File: src/rtl/mem_arbiter_if.sv
// Client and memory request/response signals of the miss arbiter.
// master: the arbiter side (drives responses and the memory request).
// slave: the environment side (clients and memory).
interface mem_arbiter_if #(
    parameter int ADDR_W = 32,
    parameter int DATA_W = 32
);
    logic              ic_req;
    logic [ADDR_W-1:0] ic_addr;
    logic              ic_resp;
    logic [DATA_W-1:0] ic_data;
    logic              dc_req;
    logic [ADDR_W-1:0] dc_addr;
    logic              dc_resp;
    logic [DATA_W-1:0] dc_data;
    logic              mem_req;
    logic [ADDR_W-1:0] mem_addr;
    logic              mem_resp;
    logic [DATA_W-1:0] mem_data;

    modport master (
        input  ic_req, ic_addr, dc_req, dc_addr, mem_resp, mem_data,
        output ic_resp, ic_data, dc_resp, dc_data, mem_req, mem_addr
    );

    modport slave (
        output ic_req, ic_addr, dc_req, dc_addr, mem_resp, mem_data,
        input  ic_resp, ic_data, dc_resp, dc_data, mem_req, mem_addr
    );
endinterface

File: src/rtl/mem_arbiter.sv
// Arbitrates icache/dcache miss requests onto one memory port; returns the word as a 1-cycle resp pulse.
// Latency: grant visible 1 cycle after req; resp pulse 1 cycle after mem_resp; 3 cycles minimum per transaction.
// Backpressure: req/resp level handshake; clients hold req until resp, mem_req held until mem_resp.
module mem_arbiter #(
    parameter int ADDR_W         = 32,
    parameter int DATA_W         = 32,
    parameter int TIMEOUT_CYCLES = 64
) (
    input  logic            clk,
    input  logic            rst_n,
    mem_arbiter_if.master   bus,
    output logic            busy,
    output logic            timeout_err
);
    localparam int CNT_W = $clog2(TIMEOUT_CYCLES + 1);
    localparam logic [CNT_W-1:0] CNT_MAX = CNT_W'(TIMEOUT_CYCLES);

    typedef enum logic [1:0] {S_IDLE, S_REQ, S_DONE} state_t;

    state_t            state_q, state_d;
    logic              grant_dc_q, grant_dc_d;  // 1: dcache owns the transaction
    logic              last_dc_q, last_dc_d;    // 1: last grant went to dcache
    logic [ADDR_W-1:0] addr_d;
    logic [CNT_W-1:0]  cnt_q, cnt_d;
    logic              err_d;
    logic [DATA_W-1:0] ic_data_d, dc_data_d;
    logic              ic_resp_d, dc_resp_d;
    logic              pick_dc;
    logic [ADDR_W-1:0] pick_addr;

    // Round-robin pick: dcache wins alone or on a tie when icache was served last.
    always_comb begin
        pick_dc   = bus.dc_req && (!bus.ic_req || !last_dc_q);
        pick_addr = pick_dc ? bus.dc_addr : bus.ic_addr;
    end

    // Next-state and next-output logic for the IDLE -> REQ -> DONE transaction cycle.
    always_comb begin
        state_d    = state_q;
        grant_dc_d = grant_dc_q;
        last_dc_d  = last_dc_q;
        addr_d     = bus.mem_addr;
        cnt_d      = cnt_q;
        err_d      = timeout_err;
        ic_data_d  = bus.ic_data;
        dc_data_d  = bus.dc_data;
        ic_resp_d  = 1'b0;
        dc_resp_d  = 1'b0;
        case (state_q)
            S_IDLE: begin
                if (bus.ic_req || bus.dc_req) begin
                    grant_dc_d = pick_dc;
                    last_dc_d  = pick_dc;
                    addr_d     = {pick_addr[ADDR_W-1:2], 2'b00};
                    state_d    = S_REQ;
                end
            end
            S_REQ: begin
                if (bus.mem_resp) begin
                    if (grant_dc_q) begin
                        dc_data_d = bus.mem_data;
                        dc_resp_d = 1'b1;
                    end else begin
                        ic_data_d = bus.mem_data;
                        ic_resp_d = 1'b1;
                    end
                    cnt_d   = '0;
                    state_d = S_DONE;
                end else begin
                    // Saturating wait count; flag raised on the cycle it reaches the limit.
                    if (cnt_q != CNT_MAX) begin
                        cnt_d = cnt_q + 1'b1;
                    end
                    if (cnt_q >= CNT_MAX - 1'b1) begin
                        err_d = 1'b1;
                    end
                end
            end
            S_DONE: begin
                // No grant here so the served client can drop its request first.
                state_d = S_IDLE;
            end
            default: begin
                state_d = S_IDLE;
            end
        endcase
    end

    // State and registered outputs; outputs are derived from next-state so they align with it.
    always_ff @(posedge clk) begin
        if (!rst_n) begin
            state_q      <= S_IDLE;
            grant_dc_q   <= 1'b0;
            last_dc_q    <= 1'b0;
            cnt_q        <= '0;
            timeout_err  <= 1'b0;
            busy         <= 1'b0;
            bus.mem_req  <= 1'b0;
            bus.mem_addr <= '0;
            bus.ic_resp  <= 1'b0;
            bus.dc_resp  <= 1'b0;
            bus.ic_data  <= '0;
            bus.dc_data  <= '0;
        end else begin
            state_q      <= state_d;
            grant_dc_q   <= grant_dc_d;
            last_dc_q    <= last_dc_d;
            cnt_q        <= cnt_d;
            timeout_err  <= err_d;
            busy         <= (state_d != S_IDLE);
            bus.mem_req  <= (state_d == S_REQ);
            bus.mem_addr <= addr_d;
            bus.ic_resp  <= ic_resp_d;
            bus.dc_resp  <= dc_resp_d;
            bus.ic_data  <= ic_data_d;
            bus.dc_data  <= dc_data_d;
        end
    end
endmodule

File: src/flat_wrapper.sv
// flat-port wrapper written by rule: the top's interface ports become plain ports
module mem_arbiter_flat 
#(
    parameter int ADDR_W         = 32,
    parameter int DATA_W         = 32,
    parameter int TIMEOUT_CYCLES = 64
)
  (clk, rst_n, busy, timeout_err, bus_ic_req, bus_ic_addr, bus_dc_req, bus_dc_addr, bus_mem_resp, bus_mem_data, bus_ic_resp, bus_ic_data, bus_dc_resp, bus_dc_data, bus_mem_req, bus_mem_addr);
  mem_arbiter_if #(.ADDR_W(ADDR_W), .DATA_W(DATA_W)) bus_i ();
  input  logic clk;
  input  logic rst_n;
  output logic busy;
  output logic timeout_err;
  input wire logic [$bits(bus_i.ic_req)-1:0] bus_ic_req;
  input wire logic [$bits(bus_i.ic_addr)-1:0] bus_ic_addr;
  input wire logic [$bits(bus_i.dc_req)-1:0] bus_dc_req;
  input wire logic [$bits(bus_i.dc_addr)-1:0] bus_dc_addr;
  input wire logic [$bits(bus_i.mem_resp)-1:0] bus_mem_resp;
  input wire logic [$bits(bus_i.mem_data)-1:0] bus_mem_data;
  output wire logic [$bits(bus_i.ic_resp)-1:0] bus_ic_resp;
  output wire logic [$bits(bus_i.ic_data)-1:0] bus_ic_data;
  output wire logic [$bits(bus_i.dc_resp)-1:0] bus_dc_resp;
  output wire logic [$bits(bus_i.dc_data)-1:0] bus_dc_data;
  output wire logic [$bits(bus_i.mem_req)-1:0] bus_mem_req;
  output wire logic [$bits(bus_i.mem_addr)-1:0] bus_mem_addr;
  assign bus_i.ic_req = bus_ic_req;
  assign bus_i.ic_addr = bus_ic_addr;
  assign bus_i.dc_req = bus_dc_req;
  assign bus_i.dc_addr = bus_dc_addr;
  assign bus_i.mem_resp = bus_mem_resp;
  assign bus_i.mem_data = bus_mem_data;
  assign bus_ic_resp = bus_i.ic_resp;
  assign bus_ic_data = bus_i.ic_data;
  assign bus_dc_resp = bus_i.dc_resp;
  assign bus_dc_data = bus_i.dc_data;
  assign bus_mem_req = bus_i.mem_req;
  assign bus_mem_addr = bus_i.mem_addr;
  mem_arbiter #(.ADDR_W(ADDR_W), .DATA_W(DATA_W), .TIMEOUT_CYCLES(TIMEOUT_CYCLES)) u_core (.clk(clk), .rst_n(rst_n), .bus(bus_i), .busy(busy), .timeout_err(timeout_err));
endmodule
File: config.mk
export PLATFORM = sky130hd
export DESIGN_NAME = mem_arbiter_flat
export DESIGN_NICKNAME = d
export VERILOG_FILES = /design/src/rtl/mem_arbiter_if.sv /design/src/rtl/mem_arbiter.sv /design/src/flat_wrapper.sv
export SDC_FILE = /design/constraint.sdc
export NUM_CORES = 1
export LEC_CHECK = 0
export CAP_MARGIN = 20
export CELL_PAD_IN_SITES_DETAIL_PLACEMENT = 0
export CELL_PAD_IN_SITES_GLOBAL_PLACEMENT = 1
export CORE_UTILIZATION = 31
export DETAILED_ROUTE_END_ITERATION = 7
export GPL_ROUTABILITY_DRIVEN = 0
export MAX_ROUTING_LAYER = met4
export PLACE_DENSITY = 0.82
export SLEW_MARGIN = 0
export SYNTH_ARGS = -nofsm -noshare
export SYNTH_HDL_FRONTEND = slang
export SYNTH_SLANG_ARGS = --single-unit
File: constraint.sdc
create_clock -name clk -period 4.75 [get_ports clk]
set_input_delay 0.475 -clock clk [delete_from_list [all_inputs] [get_ports clk]]
set_output_delay 0.475 -clock clk [all_outputs]
set_load 0.02 [all_outputs]
==> out/qor.yml, run 1 <==
clock_tree:
  post-cts-setup-buffers: 0
  cts_tree: "built"
  clkSinkCount: 109
  cts_max_path_buffers: 2
  ctsResizeCount: 0
  cts_buffers: 9
  cts.htree.levels: 3
  cts-root-buf: "clkbuf_16"
  cts_hold_buf: 0
  clk_pin_slew_ps: 70
  clk_latency_ps: 340
yosys:
  syn_inst: 504
  async_reset_ff_frac: 0
  synth_warnings: 0
  synth-seq-area-share: 0.5079
  postSynth.topFlopCell: "dfxtp_1"
  syn-mean-instance-area_sq_um: 8.525
  ys_types: 40
  synth_edf_count: 0
  netlist_area_sq_mm: 0.004297
  synth_seq_cells: 109
floorplan:
  dieWidth_microns: 119.7
  die_y_microns: 119.7
  fp.dieArea_sq_mm: 0.01434
  fp.coreArea_sq_mm: 0.01340
  num_rows: 42
  initial_utilization: 0.3206
  num_io_pins: 202
timing:
  worst_slack_ps: 2328
  period_needed_ps: 2422
  final-hold-violation-count: 0
  max_clock_freq_mhz: 413.0
  period_share: 0.5098
  rsz0062_at_grt: "no"
  finalSetupViolCount: 0
  fin_worst_skew_ps: 6.276
  fin_setup_tns_ps: 0
  worstMarginPinSlew_ps: 902.9
  relSlewSlack: 0.3980
  report.final.slew_viol_count: 0
global_routing:
  grt_pass1_wl_microns: 19640
  gr-total-overflow: 0
  grt_pass1_vias: 4049
  antenna_found_initial: 0
  grt_start_max_net_pins: 66
  grt_util_all_layers: 0.1779
pwr:
  powerDensity_mw_per_mm2: 325.5
  leakagePower_nw: 2.333
  power_w: 0.002165
  ir_drop_v: 0.0001518
place:
  hpwl_microns: 8738
  port_buffers: 195
  pre_cts_ws_ps: 1998
  postPlaceCellArea_sq_mm: 0.006360
routing:
  wl_per_cell_microns: 14.62
  drc: 0
  drtAntennaViolNets: 0
  firstDrtPassIters: 4
  vias: 4149
  drtIter0Drc: 358
  wl_microns: 12460
  viasPerCell: 4.870
setup_path:
  startpoint: "rst_n"
  start_kind: "primary input"
  cp_max_fo: 65
  worstPathRequired_ps: 5010
  worstSetupEndpointType: "flop"
  worstPathArrival_ps: 2680
  crit_type: "in2reg"
  rr_startpoint: "u_core.state_q[1]"
layout:
  final_common_cell: "clkdlybuf4s50_1"
  diodes: 0
  layout_common_cells: "clkdlybuf4s50_1, nand2_1, dfxtp_1"
  drive_gt1_frac: 0.04438
  fin_nets: 774
  area_delta_synth_final_pct: 54.83
  design_area_sq_mm: 0.006653
  n_fill_cell: 1293
outcome:
  status: "completed"
worst_hold_path:
  min-delay-start: "u_core.bus.dc_data[10]"
  worst_hold_path_type: "reg2reg"
run:
  maxCapViolCount: 0
==> critical path, cell delays in order <==
cell	delay [ps]
clkdlybuf4s50_1	640
clkinv_2	760
buf_4	570
a21oi_1	200
==> area by class of cell <==
class                           count  area (sq um)  share of cell area
Tap cell                          176         220.2             0.03310
Inverter                            5         20.02            0.003009
Clock buffer                       10         229.0             0.03442
Sequential cell                   109          2182              0.3280
Timing Repair Buffer              204          2027              0.3047
Clock inverter                      6         63.81            0.009592
Multi-Input combinational cell    342          1911              0.2872
==> worst paths after layout <==
| check | cells after the start | slack [ps] | endpoint |
|---|---|---|---|
| min | 2 | 450 | u_core.bus.dc_data[10] |
| max | 4 | 2330 | u_core.bus.ic_data[21] |
| max reg2reg | 5 | 2730 | u_core.bus.mem_addr[29] |
| min reg2reg | 2 | 450 | u_core.bus.dc_data[10] |
==> routing by layer <==
metal / track usage / routed length [microns] / up-vias
li1: - / - / 2050
met2: 0.2966 / 5883 / 182
met4: 0.06406 / 155 / 0
met5: - / 0 / -
met1: 0.2125 / 5441 / 1903
met3: 0.03565 / 977 / 14
==> metrics by stage <==
stage,util,hold WS (ps),instances
6_report,0.4965,452.2,852
5_1_grt,0.4965,476.2,852
4_1_cts,0.4965,455.2,852
3_5_place_dp,0.4746,445.9,836
3_3_place_gp,0.4735,441.6,835
2_1_floorplan,-,482.9,505
==> cells in the mapped netlist (2+ instances only) <==
cell type  instances  area [sq um]
buf_4              2         15.01
ha_1               2         25.02
buf_1              2         7.510
o21a_1             2         15.01
a31oi_1            2         12.51
nor2_1             6         22.52
buf_2             15         75.07
nand2b_1           3         18.77
nand3b_1           2         15.01
o311ai_0           2         17.52
dfxtp_1          109          2182
a21oi_1          101         505.5
nand2_1          134         503.0
mux2i_1           30         300.3
or4_1              3         22.52
o21ai_0            4         20.02
a211oi_1          30         225.2
clkbuf_1          29         108.9
nand4bb_1          2         22.52
inv_1              4         15.01
==> power by group <==
| part | internal [W] | switching, W |
|---|---|---|
| Clock | 0.000409 | 0.000332 |
| Combinational | 0.000215 | 0.000213 |
| Sequential | 0.000966 | 0.0000309 |
| Total | 0.00159 | 0.000576 |
==> flip-flops by register name (all words and copies together) (netlist names) <==
register and flops:
u_core.bus.dc_data 32, u_core.bus.dc_resp 1, u_core.bus.ic_data 32, u_core.bus.ic_resp 1
u_core.bus.mem_addr 30, u_core.bus.mem_req 1, u_core.busy 1, u_core.cnt_q 7
u_core.grant_dc_q 1, u_core.state_q 2, u_core.timeout_err 1
==> cells by family after synthesis <==
logic type / synth area share
other: 0.0008728
buffers and inverters: 0.05503
AOI/OAI and AO/OA: 0.2027
muxes: 0.06989
adders and majority gates: 0.005823
DFF: 0.5079
and+or+nand+nor: 0.1578
Note: power is estimated with default switching activity, not from simulation.
==> run 2: changes to the inputs <==
--- a/config.mk
+++ b/config.mk
@@ -8,11 +8,11 @@
 export CAP_MARGIN = 20
 export CELL_PAD_IN_SITES_DETAIL_PLACEMENT = 0
 export CELL_PAD_IN_SITES_GLOBAL_PLACEMENT = 1
-export CORE_UTILIZATION = 31
+export CORE_UTILIZATION = 26
 export DETAILED_ROUTE_END_ITERATION = 7
 export GPL_ROUTABILITY_DRIVEN = 0
 export MAX_ROUTING_LAYER = met4
-export PLACE_DENSITY = 0.82
+export PLACE_DENSITY = 0.73
 export SLEW_MARGIN = 0
 export SYNTH_ARGS = -nofsm -noshare
 export SYNTH_HDL_FRONTEND = slang
==> constraint.sdc (replaced) <==
create_clock -name clk -period 2 [get_ports clk]
set_input_delay 0.2 -clock clk [delete_from_list [all_inputs] [get_ports clk]]
set_output_delay 0.2 -clock clk [all_outputs]
set_load 0.02 [all_outputs]
==> run 2 against run 1 <==
Via count is essentially flat. Cell count grew 5.0%. Core utilization shrank 6.8 points. Global-route usage shrank 2.2 points. First-iteration DRC count shrank 16%. Sequential power grew 140%. Wire length grew 2.4%. Largest cell class unchanged.
==> out/qor.yml, run 2 (same netlist as run 1, synthesis figures left out) <==
outcome:
  status: "completed"
pwr:
  ir_drop_v: 0.0004143  # +170%
  powerDensity_mw_per_mm2: 810.1  # +150%
  leakagePower_nw: 2.409  # +3.2%
  power_w: 0.005559  # +160%
timing:
  report.final.slew_viol_count: 0  # unchanged
  period_needed_ps: 1601
  rsz0062_at_grt: "no"
  relSlewSlack: 0.5739  # +0.1759
  fin_setup_tns_ps: 0  # unchanged
  period_share: 0.8005
  max_clock_freq_mhz: 624.6
  fin_worst_skew_ps: 6.895  # +0.6187 ps
  worstMarginPinSlew_ps: 639.2  # -263.8 ps
  finalSetupViolCount: 0  # unchanged
  final-hold-violation-count: 0  # unchanged
layout:
  drive_gt1_frac: 0.05007  # +0.005695
  n_fill_cell: 1599  # +24%
  top_regs: "u_core.bus.dc_data: 32 flops, u_core.bus.ic_data: 32 flops, u_core.bus.mem_addr: 30 flops"
  multi_input_area_sq_mm: 0.001916  # +0.26%
  design_area_sq_mm: 0.006863  # +3.2%
  area_delta_synth_final_pct: 59.73
  layout_common_cells: "clkdlybuf4s50_1, nand2_1, dfxtp_1"
  final_common_cell: "clkdlybuf4s50_1"
  ff_latch_area_sq_mm: 0.002182  # unchanged
  fin_nets: 778  # +0.52%
  diodes: 0  # unchanged
  utilization: 0.4289  # -0.06753
setup_path:
  critPathTopFamily: "compound AO/OA/AOI/OAI gates"
  worstPathRequired_ps: 2220  # -2790 ps
  worstSetupEndpointType: "flop"
  slowest_stage: "or4b_4"
  worstPathArrival_ps: 1820  # -860 ps
  crit_buf_inv: 0  # -3
  startpoint: "u_core.cnt_q[2]"
  crit_type: "reg2reg"
  critPathMaxStageDelay_ps: 520  # -240 ps
  cp_cell_sequence: "or4b_4, o21ai_0, o32ai_2"
  start_kind: "flop"
  reg2reg_slack_ps: 400  # -2330 ps
  cp_max_fo: 9  # -86%
  rr_startpoint: "u_core.cnt_q[2]"
floorplan:
  num_rows: 46  # +9.5%
  initial_utilization: 0.2685  # -0.05210
  fp.coreArea_sq_mm: 0.01600  # +19%
  num_io_pins: 202  # unchanged
  die_y_microns: 130.6  # +9.0%
  fp.dieArea_sq_mm: 0.01704  # +19%
  dieWidth_microns: 130.6  # +9.0%
worst_hold_path:
  min-delay-start: "bus_mem_data[9]"
  worst_hold_path_type: "in2reg"
clock_tree:
  cts_max_path_buffers: 2  # unchanged
  cts_tree: "built"
  cts_buffers: 9  # unchanged
  post-cts-setup-buffers: 0  # unchanged
  clkSinkCount: 109  # unchanged
  cts_hold_buf: 0  # unchanged
  clk_pin_slew_ps: 70  # about the same
  ctsResizeCount: 0  # unchanged
  cts-root-buf: "clkbuf_16"
  clk_latency_ps: 350  # about the same
  cts.htree.levels: 3  # unchanged
routing:
  drtAntennaViolNets: 0  # unchanged
  drc: 0  # unchanged
  vias: 4150  # +0.024%
  wl_microns: 12760  # +2.4%
  viasPerCell: 4.637  # -4.8%
  drtIter0Drc: 301  # -16%
  firstDrtPassIters: 4  # unchanged
  wl_per_cell_microns: 14.25  # -2.5%
global_routing:
  antenna_found_initial: 0  # unchanged
  grt_start_max_net_pins: 60  # -9.1%
  grt_pass1_vias: 3966  # -2.0%
  grt_util_all_layers: 0.1559  # -0.02193
  gr-total-overflow: 0  # unchanged
  grt_pass1_wl_microns: 19740  # +0.49%
place:
  postPlaceCellArea_sq_mm: 0.006500  # +2.2%
  port_buffers: 195  # unchanged
  hpwl_microns: 8871  # +1.5%
run:
  maxCapViolCount: 0  # unchanged
-- run 2: cell count changes in the layout (fill, tap and decap cells not counted), sizes merged --
cell      delta
buf          +4
clkinv       -3
bufinv       +3
clkinvlp     -2
clkbuf       +1
-- run 2: layout make-up --
class	instances	area share
clock buffer	11	0.03537
clock inverter	4	0.01750
inverter	5	0.002917
multi-input combinational	342	0.2791
sequential	109	0.3180
tap	216	0.03938
timing repair buffer	208	0.3077
-- run 2: worst paths after layout --
kind	to	cells past startpoint
max	u_core.cnt_q[1]	3
min	u_core.bus.ic_data[9]	3
max reg2reg	u_core.cnt_q[1]	3
min reg2reg	u_core.bus.dc_data[28]	2
-- run 2: tightest hold or removal path: stages --
cell and delay [ps]:
clkdlybuf4s50_1 420, nand2_1 60, a21oi_1 50
-- run 2: stage by stage --
stage          hold slack (ps)  setup slack [ps]  instances
3_5_place_dp             446.1             188.1        880
5_1_grt                  438.1             269.9        895
3_3_place_gp             441.4             233.5        880
6_report                 427.6             399.0        895
4_1_cts                  410.2             398.4        895
2_1_floorplan            316.1             501.7        505
-- run 2: report_power, final --
| group | switching, W | internal (W) | total (W) |
|---|---|---|---|
| clock | 0.000776 | 0.00138 | 0.00215 |
| sequential | 0.0000782 | 0.00229 | 0.00237 |
| combinational | 0.000506 | 0.000527 | 0.00103 |
| total | 0.00136 | 0.00420 | 0.00556 |
-- run 2: per-layer routing --
metal / vias up / wire length (microns) / global-route usage
li1: 2064 / - / -
met3: 13 / 1052 / 0.04723
met1: 1906 / 5587 / 0.1798
met5: - / 0 / -
met2: 167 / 5863 / 0.2505
met4: 0 / 254 / 0.06694
==> run 3: changes to the inputs <==
==> constraint.sdc (replaced) <==
create_clock -name clk -period 1.3 [get_ports clk]
set_input_delay 0.13 -clock clk [delete_from_list [all_inputs] [get_ports clk]]
set_output_delay 0.13 -clock clk [all_outputs]
set_load 0.02 [all_outputs]
==> run 3 against run 2 <==
The flow now finishes with violations (setup timing). Combinational power rose by 97%. Critical endpoint unchanged. Via count rose by 7.7%. Register-to-register slack got worse by 580 ps. Largest power group unchanged. Critical path depth did not move. Clock-buffer cell count rose by 3. First-iteration DRC count fell by 27%. Cell count rose by 5.4%. Clock power rose by 37%. Global-route usage rose by 1.6 points. Sequential power rose by 54%. Design area rose by 15%.
==> out/qor.yml, run 3 (same netlist as run 1, synthesis figures left out) <==
global_routing:
  gr-total-overflow: 0  # unchanged
  antenna_found_initial: 0  # unchanged
  grt_pass1_wl_microns: 21420  # +8.5%
  grt_pass1_vias: 4144  # +4.5%
  grt_util_all_layers: 0.1716  # +0.01561
  grt_start_max_net_pins: 41  # -32%
routing:
  firstDrtPassIters: 4  # unchanged
  drc: 0  # unchanged
  dr_wl_met2_microns: 7546  # +29%
  wl_per_cell_microns: 16.27  # +14%
  dr_wl_met3_microns: 975  # -7.3%
  drtAntennaViolNets: 0  # unchanged
  viasPerCell: 4.739  # +2.2%
  vias: 4469  # +7.7%
  highest_layer: "met4"
  drtIter0Drc: 219  # -27%
  wl_microns: 15340  # +20%
  wl_met1_microns: 6520  # +17%
layout:
  diodes: 0  # unchanged
  fin_nets: 825  # +6.0%
  layout_common_cells: "dfxtp_1, nand2_1, dlygate4sd2_1"
  area_delta_synth_final_pct: 83.11
  final_common_cell: "dfxtp_1"
  top_regs: "u_core.bus.dc_data: 32 flops, u_core.bus.ic_data: 32 flops, u_core.bus.mem_addr: 30 flops"
  design_area_sq_mm: 0.007868  # +15%
  final_cells: 943  # +5.4%
  drive_gt1_frac: 0.2545  # +0.2044
setup_path:
  cp_max_fo: 2  # -7
  start_kind: "flop"
  crit_type: "reg2reg"
  worstSetupEndpointType: "flop"
  reg2reg_slack_ps: -180  # -580 ps
  worstPathArrival_ps: 1750  # -70 ps
  r2r_cells: 3  # unchanged
  worstPathRequired_ps: 1560  # -660 ps
  rr_startpoint: "u_core.cnt_q[4]"
  startpoint: "u_core.cnt_q[4]"
  cp-endpoint: "u_core.cnt_q[1]"
  rr_endpoint: "u_core.cnt_q[1]"
place:
  postPlaceCellArea_sq_mm: 0.006766  # +4.1%
  place_inst: 907  # +3.1%
  hpwl_microns: 9693  # +9.3%
  pre_cts_ws_ps: -331.9  # -520.0 ps
  port_buffers: 195  # unchanged
timing:
  worst_slack_ps: -182.9  # -581.9 ps
  period_share: 1.141  # +0.3402
  fin_worst_skew_ps: 6.743  # -0.1517 ps
  period_needed_ps: 1483  # -118.1 ps
  report.final.slew_viol_count: 0  # unchanged
  max_clock_freq_mhz: 674.4  # +8.0%
  finalSetupViolCount: 70  # +70
  final-hold-violation-count: 0  # unchanged
  rsz0062_at_grt: "yes"
clock_tree:
  cts_max_path_buffers: 2  # unchanged
  cts.htree.levels: 3  # unchanged
  cts_buffers: 9  # unchanged
  cts-root-buf: "clkbuf_16"
  clk_latency_ps: 350  # about the same
  clkSinkCount: 109  # unchanged
  cts_tree: "built"
  cts_hold_buf: 0  # unchanged
  clk_pin_slew_ps: 70  # about the same
pwr:
  leakagePower_nw: 3.373  # +40%
  power_w: 0.008613  # +55%
  ir_drop_v: 0.0007040  # +70%
  powerDensity_mw_per_mm2: 1095  # +35%
floorplan:
  fp.coreArea_sq_mm: 0.01600  # unchanged
  die_y_microns: 130.6  # unchanged
  dieWidth_microns: 130.6  # unchanged
  num_io_pins: 202  # unchanged
  num_rows: 46  # unchanged
  fp.dieArea_sq_mm: 0.01704  # unchanged
  initial_utilization: 0.2685  # unchanged
outcome:
  violations: "setup timing"
  status: "finished, violations left"
worst_hold_path:
  min-delay-start: "bus_mem_data[12]"
  worst_hold_path_type: "in2reg"
run:
  maxCapViolCount: 0  # unchanged
## run 3: critical path, cell delays in order, from the launching register on
cell,delay [ps]
dfxtp_1,310
or4b_4,550
o311a_4,330
o32ai_2,200
## run 3: what timing repair did
action                                  CTS  global route
gates resized for setup                 155           107
gates cloned                              4             7
buffers inserted                          7             6
endpoints found under the setup margin  193            99
pin swaps                                26            58
## run 3: where the power goes
| group | leakage [nW] | internal (W) | total [W] | switching, W |
|---|---|---|---|---|
| logic | 2.32 | 0.00102 | 0.00203 | 0.00102 |
| registers | 0.893 | 0.00353 | 0.00364 | 0.000115 |
| clock network | 0.159 | 0.00171 | 0.00294 | 0.00123 |
| total | 3.37 | 0.00625 | 0.00861 | 0.00236 |
## run 3: worst min-delay path by stage
stage,to,slack [ps],cells past startpoint
floorplan,u_core.grant_dc_q,250,1
global placement,u_core.bus.ic_data[31],440,2
detailed placement,u_core.bus.dc_data[19],450,2
CTS,u_core.bus.dc_data[27],340,3
global route,u_core.bus.ic_data[10],370,3
finish,u_core.bus.dc_data[12],370,3
## run 3: metal layers
metal  track usage  vias to the layer above
met5             -                        -
met4       0.06423                        0
met3       0.03705                       16
met2        0.2938                      181
met1        0.1958                     2098
li1              -                     2174
## run 3: final cells by class
type                            count  area, sq um
Multi-Input combinational cell    342         2429
Inverter                            5        20.02
Clock inverter                      2        38.79
Tap cell                          216        270.3
Sequential cell                   109         2196
Timing Repair Buffer              255         2630
Clock buffer                       14        284.0
Fill cell                        1511         8133
## run 3: per-stage QoR
step	TNS (ps)	utilization	hold slack (ps)
floorplan	-448.3	-	246.1
global placement	-21550	0.4229	441.4
global route	-8724	0.4917	372.2
detailed placement	-26010	0.4229	446.1
CTS	-3891	0.4580	340.1
finish	-4511	0.4917	374.5
